<file path="config.mk">
export PLATFORM = sky130hd
export DESIGN_NAME = mux_scan_serializer
export DESIGN_NICKNAME = d
export VERILOG_FILES = /design/src/rtl/mux_scan_serializer_pkg.sv /design/src/rtl/mux_scan_serializer_rate_tick_divider.sv /design/src/rtl/mux_scan_serializer.sv
export SDC_FILE = /design/constraint.sdc
export NUM_CORES = 1
export LEC_CHECK = 0
export BUFFER_PORTS_ARGS = -buffer_cell sky130_fd_sc_hd__buf_2
export CORE_UTILIZATION = 37
export CTS_CLUSTER_DIAMETER = 80
export DETAILED_ROUTE_END_ITERATION = 8
export HOLD_SLACK_MARGIN = 0.05
export PLACE_DENSITY = 0.65
export SETUP_SLACK_MARGIN = 0.2
export SKIP_CTS_REPAIR_TIMING = 1
export SYNTH_ARGS = -nofsm -noshare
export SYNTH_HDL_FRONTEND = slang
export SYNTH_SLANG_ARGS = --single-unit
export TNS_END_PERCENT = 100
</file>
<file path="constraint.sdc">
create_clock -name Clock_i -period 2 [get_ports Clock_i]
set_clock_uncertainty 0.1 [all_clocks]
set_input_delay 0.1 -clock Clock_i [delete_from_list [all_inputs] [get_ports Clock_i]]
set_output_delay 0.1 -clock Clock_i [all_outputs]
set_load 0.02 [all_outputs]
</file>
<file path="src/rtl/mux_scan_serializer_pkg.sv">
// rtl/mux_scan_serializer_pkg.sv - shared constants for the mux scan serializer
package mux_scan_serializer_pkg;

    localparam logic ST_IDLE  = 1'b0;
    localparam logic ST_SHIFT = 1'b1;

    localparam int WIDTH_DEFAULT = 7;
    localparam int DIV_DEFAULT   = 25000000;
    localparam int SEL_W_DEFAULT = $clog2(WIDTH_DEFAULT);

    // Rate counter width; a one-cycle period still needs a 1-bit counter
    function automatic int cnt_width(input int div);
        return (div > 1) ? $clog2(div) : 1;
    endfunction

endpackage

</file>
<file path="src/rtl/mux_scan_serializer_rate_tick_divider.sv">
// rtl/mux_scan_serializer_rate_tick_divider.sv - down-counter producing one tick per DIV enabled cycles
module rate_tick_divider
    import mux_scan_serializer_pkg::*;
#(
    parameter int DIV   = DIV_DEFAULT,
    parameter int CNT_W = cnt_width(DIV)
) (
    input  logic Clock_i,
    input  logic Resetn_i,
    input  logic Clear_i,
    input  logic Enable_i,
    output logic Tick_o
);

    localparam logic [CNT_W-1:0] RELOAD = CNT_W'(DIV - 1);

    logic [CNT_W-1:0] cnt_q, cnt_d;

    always_comb begin
        cnt_d = cnt_q;
        if (Clear_i) begin
            cnt_d = RELOAD;
        end else if (Enable_i && (cnt_q != '0)) begin
            cnt_d = cnt_q - CNT_W'(1);
        end
    end

    always_ff @(posedge Clock_i or negedge Resetn_i) begin
        if (!Resetn_i) begin
            cnt_q <= '0;
        end else begin
            cnt_q <= cnt_d;
        end
    end

    assign Tick_o = Enable_i && (cnt_q == '0);

endmodule

</file>
<file path="src/rtl/mux_scan_serializer.sv">
// rtl/mux_scan_serializer.sv - 7-to-1 mux select sequencer with timed serial output
// Optional SERIAL_LOOP_EN adds Loop_i to repeat the held word without returning to idle.
module mux_scan_serializer
    import mux_scan_serializer_pkg::*;
#(
    parameter int WIDTH = WIDTH_DEFAULT,
    parameter int DIV   = DIV_DEFAULT,
    parameter int SEL_W = SEL_W_DEFAULT,
    parameter int CNT_W = cnt_width(DIV)
) (
    input  logic             Clock_i,
    input  logic             Resetn_i,
    input  logic             Start_i,
    input  logic [WIDTH-1:0] Data_i,
`ifdef SERIAL_LOOP_EN
    input  logic             Loop_i,
`endif
    output logic             Ready_o,
    output logic [SEL_W-1:0] MuxSelect_o,
    output logic             SerialOut_o,
    output logic             Done_o
);

    localparam logic [SEL_W-1:0] LAST_SEL = SEL_W'(WIDTH - 1);

    logic             state_q, state_d;
    logic [WIDTH-1:0] hold_q, hold_d;
    logic [SEL_W-1:0] sel_q, sel_d, sel_inc;
    logic             ser_q, ser_d;
    logic             done_q, done_d;
    logic             tick, accept, loop_en;

`ifdef SERIAL_LOOP_EN
    assign loop_en = Loop_i;
`else
    assign loop_en = 1'b0;
`endif

    assign accept  = (state_q == ST_IDLE) && Start_i;
    assign sel_inc = sel_q + SEL_W'(1);

    // Reload on capture and on every bit advance so each bit lasts DIV cycles
    rate_tick_divider #(
        .DIV   (DIV),
        .CNT_W (CNT_W)
    ) u_rate (
        .Clock_i  (Clock_i),
        .Resetn_i (Resetn_i),
        .Clear_i  (accept || tick),
        .Enable_i (state_q == ST_SHIFT),
        .Tick_o   (tick)
    );

    always_ff @(posedge Clock_i or negedge Resetn_i) begin
        if (!Resetn_i) begin
            state_q <= ST_IDLE;
            hold_q  <= '0;
            sel_q   <= '0;
            ser_q   <= 1'b0;
            done_q  <= 1'b0;
        end else begin
            state_q <= state_d;
            hold_q  <= hold_d;
            sel_q   <= sel_d;
            ser_q   <= ser_d;
            done_q  <= done_d;
        end
    end

    always_comb begin
        state_d = state_q;
        hold_d  = hold_q;
        sel_d   = sel_q;
        ser_d   = ser_q;
        done_d  = 1'b0;
        if (state_q == ST_IDLE) begin
            if (Start_i) begin
                hold_d  = Data_i;
                sel_d   = '0;
                ser_d   = Data_i[0];
                state_d = ST_SHIFT;
            end
        end else if (tick) begin
            if (sel_q != LAST_SEL) begin
                sel_d = sel_inc;
                ser_d = hold_q[sel_inc];
            end else begin
                done_d = 1'b1;
                sel_d  = '0;
                if (loop_en) begin
                    ser_d = hold_q[0];
                end else begin
                    ser_d   = 1'b0;
                    state_d = ST_IDLE;
                end
            end
        end
    end

    always_comb begin
        Ready_o     = (state_q == ST_IDLE);
        MuxSelect_o = sel_q;
        SerialOut_o = ser_q;
        Done_o      = done_q;
    end

endmodule

</file>
# == Word level (Yosys, flattened, before mapping) ==
# Cells that the tools add are included.
# word_totals
reg_bits,38
latchBits,0
ramBits,0
mem_bits_ro,0
in_bits,10
out_inout_bits,6
wordCells,41
memories,0
# op_classes
addsub,2
n_mul,0
div_mod_pow,0
n_lt_le_gt_ge,1
n_eq_ne,2
n_shift,0
mux,19
n_bitwise,1
n_reduce_logical,10
# ops
operator,count
25-bit two-way mux,2
25-bit logical NOT,1
25-bit nonzero test,1
25-bit by 1-bit subtractor with 25-bit output (second input constant),1
1-bit two-way mux,12
3-bit two-way mux,4
3-bit by 4-bit less-than comparator with 1-bit output (second input constant),1
2-bit AND reduction,2
2-bit nonzero test,2
3-bit by 1-bit adder with 3-bit output (second input constant),1
1-bit binary-select mux with 3-bit select,1
1-bit logical AND,3
3-bit != test (second input constant),1
2-bit by 1-bit != test with 1-bit output (second input constant),1
1-bit logical OR,1
1-bit NOT,1

# == Logic depth before layout (Yosys ltp) ==
# depth
depth_word,6
mapped_depth,9
ltp_nobuf,7

# == By module ==
# From an unflattened synthesis, not the netlist that was laid out.
# hier_totals
hier_cells,204
area_unflattened_um2,2049.5
# by_module_without_submodules
module,instances,cells_each,area_per_inst_um2,seq_area_each_um2
rate_tick_divider,1,150,1406.3,625.6
mux_scan_serializer,1,54,643.1,325.3

# == Worst setup path after synthesis ==
# OpenSTA, ideal clock, no wires.
# synth_path
path_kind,register to register
start,reg u_rate.cnt_q[0]
end,"reg sel_q[2], in the netlist MuxSelect_o[2]"
setup_time_ps,130
arrival_ps,1878
required_ps,1770
path_slack_ps,-108
stages_incl_launch_ff,10
n_path_buf,2
synth_period_minus_slack_ps,2108
path_cell_list,dfrtp_1 inv_1 ha_1 nor4b_1 and4b_2 and3_1 buf_2 buf_2 o21a_1 o21ai_0
# synth_between
elab_chain_len,4
# synth_rtl
item,line,source
start: declaration,mux_scan_serializer_rate_tick_divider.sv:17,"logic [CNT_W-1:0] cnt_q, cnt_d;"
start signal: assignment,mux_scan_serializer_rate_tick_divider.sv:32,cnt_q <= cnt_d;
25-bit logical NOT,mux_scan_serializer_rate_tick_divider.sv:36,assign Tick_o = Enable_i && (cnt_q == '0);
1-bit logical AND,mux_scan_serializer_rate_tick_divider.sv:36,
2-bit by 1-bit != test with 1-bit output (no line),-,
2-bit AND reduction (no line),-,
end signal: assignment,mux_scan_serializer.sv:64,sel_q <= sel_d;
end: declaration,mux_scan_serializer.sv:28,"logic [SEL_W-1:0] sel_q, sel_d, sel_inc;"
# No other way between the ends.
# A chain may end at the register's enable or synchronous reset.

# == Worst setup path in the final report ==
# layout_path
start,reg u_rate.cnt_q[1]
end,reg u_rate.cnt_q[9]
# layout_between
elab_chain_len,4
elab_cells_between_ends,9
classes_between,1 x add/sub; 2 x mux; 6 x reduce/logical
# layout_rtl
item
branches (longest 4 deep; another with 25-bit by 1-bit subtractor with 25-bit output)
# Several ways; the timed one is not identified. The select of a mux whose other input is x is not followed.

==> impl_metrics.yaml <==
yosys:
  synth.top_cell.area_share_pct: 48.4
  netlist_instances: 191
  yosysSeqAreaShare_pct: 48.4
  synth_edf_count: 0
  yosysUniqueCellTypes: 48
  yosys_warnings: 0
  synth_ff_type: "dfrtp_1"
  yosys-top-cells-area: "dfrtp_1 48%, xor2_1 5.8%, mux2_2 4.0%"
  netlist_area_um2: 1970
  ys_ff_latch: 38
  syn_nets: 204
  yosys.area.top_type: "dfrtp_1"
  synthArstFlopShare_pct: 100
  avgSynthCellArea_um2: 10.3
floorplanning:
  dieHeight_um: 74.9
  start_util_pct: 38.5
  row_count: 26
  die_width_um: 74.9
  core_um2: 5110
  io_pins: 16
  die-area_um2: 5610
global_route:
  antenna_found_initial: 0
  grt_usage_pct: 16.9
  grt_max_degree: 39
  grt_pass1_wl_um: 7080
  overflow: 0
  grt_pass1_vias: 1552
job:
  cap_viol_max_count: 0
clock_network:
  clock_path_buffers: 2
  cts_buffers: 5
  cts_sinks: 38
  cts_max_level: 2
  cts_root_buf: "clkbuf_8"
  cts_tree: "built"
  path_clk_slew_ns: 0.08
  clk_latency_ns: 0.29
detailed_routing:
  dr_wl_met3_um: 129
  first_iter_violations: 52
  wire_per_inst_um: 14.2
  drt-total-wl_um: 4520
  drtAntennaViolNets: 0
  wl_met2_um: 2280
  route.detailed.drc: 0
  m1WireLength_um: 2070
  viasPerCell: 5.04
  top_layer: "met4"
  vias: 1607
  drt_first_pass_iters: 4
setup_path:
  cp.required_ns: 2.12
  worstPathArrival_ns: 2.14
  critical_path_peak_fanout: 5
  r2r_slack_ns: -0.01
  cp-end-kind: "flop"
  critPathKind: "flop to flop"
  crit_path_start_kind: "flop"
sta:
  fin_crit_sh_pct: 101
  relSlewSlack_pct: 44.2
  finalCriticalPeriod_ns: 2.01
  fmax_ghz: 0.497
  final-setup-viol-count: 2
  rsz0062_at_grt: "yes"
  final_max_slew_viol_count: 0
  finalHoldViolCount: 0
  worst_pin_slew_ns: 0.837
  worst_slack_ns: -0.0103
cells_and_area:
  num-nets-final: 261
  num_antenna_cells: 0
  areaGrowthSynthToFinish_pct: 42.5
  fin_area_um2: 2800
  final_cell_mix: "37 x dfrtp_1, 26 x buf_4, 15 x buf_2, 13 x xor2_1, 12 x nor2_1"
  drive_gt1_share_pct: 43.8
  final_common_cell: "dfrtp_1"
outcome:
  violations: "setup timing"
  status: "complete, but fails checks"
power_and_ir_drop:
  vdd_drop_max_mv: 0.418
  power_mw: 2.62
  power_density_nw_per_um2: 936
  p_leak_nw: 1.18
placed_design:
  placed_cell_area_um2: 2330
  dp_hpwl_um: 2920
  gp_congestion: 0.800
  placement.io_buffers: 15
hold_path:
  worstHoldPathType: "input port to flop"
final timing paths:
| check | startpoint | to | cells after the start |
|---|---|---|---|
| worst max-delay path | u_rate.cnt_q[1] | u_rate.cnt_q[9] | 6 |
| worst min-delay path | Start_i | u_rate.cnt_q[1] | 2 |
| worst max register to register | u_rate.cnt_q[1] | u_rate.cnt_q[9] | 6 |
| worst min register to register | hold_q[1] | hold_q[1] | 1 |
| max in group asynchronous | Resetn_i | u_rate.cnt_q[2] | 2 |
| min in group asynchronous | Resetn_i | u_rate.cnt_q[6] | 2 |
cell families after synthesis:
group	count (synthesis)	share of synthesized area [%]
AOI/OAI and AO/OA	28	9.42
xor gates and xnor gates	18	8.02
adders and majority gates	3	1.91
buffers and inverters	12	2.42
DFF	38	48.4
muxes	9	5.67
and+or+nand+nor	83	24.2
critical path, cell delays in order (launching register included):
cell	delay [ns]
dfrtp_1	0.41
or3_4	0.41
nor4_4	0.36
buf_4	0.20
or2b_1	0.24
xor2_1	0.14
nor2_1	0.09
registers in the layout, indices dropped and copies added (netlist names):
name / cells
u_rate.cnt_q: 25
state_q: 1
Done_o: 1
hold_q: 7
MuxSelect_o: 3
SerialOut_o: 1
report_power, final:
part	total, mW	internal [mW]	switching [mW]
sequential	1.08	0.924	0.156
clock	0.786	0.500	0.286
combinational	0.756	0.401	0.355
cells in the mapped netlist (2+ instances only):
cell      number
nor4_1         5
inv_1          5
o21ai_0        2
nand4b_1       3
a31oi_1        2
ha_1           3
nand3_1        7
clkbuf_1       4
buf_2          2
a21oi_1        8
nand2_1       19
mux2_2         7
nor3_1         8
o211ai_1       2
xor2_1        13
or3_1          4
nand4_1        3
o21a_1         2
o31ai_1        4
a22oi_1        2
nor2_1        18
dfrtp_1       38
xnor2_1        5
layer usage:
layer / track usage, % / vias up
li1: - / 796
met1: 21.9 / 784
met2: 27.3 / 22
met3: 4.15 / 5
met4: 6.29 / 0
met5: 0 / -
area by class of cell:
| type | instances | area [µm²] |
|---|---|---|
| tap | 70 | 87.6 |
| multi-input combinational | 141 | 1150 |
| clock buffer | 5 | 68.8 |
| timing repair buffer | 57 | 458 |
| inverter | 5 | 18.8 |
| clock inverter | 3 | 68.8 |
| sequential | 38 | 952 |
| fill | 460 | 2310 |
stage by stage:
stage / hold slack [ns] / setup WS [ns] / util, % / TNS [ns] / instances
after floorplan: -0.296 / -0.0397 / - / -0.0459 / 191
after global placement: 0.169 / 0.0496 / 45.7 / 0 / 298
after detailed placement: 0.159 / 0.0191 / 45.7 / 0 / 298
after CTS: -0.167 / -0.00752 / 48.4 / -0.0329 / 306
after global routing: 0.0958 / -0.142 / 54.8 / -1.72 / 319
final: 0.0785 / -0.0103 / 54.8 / -0.0181 / 319
Power figures use the tool's default switching activity.
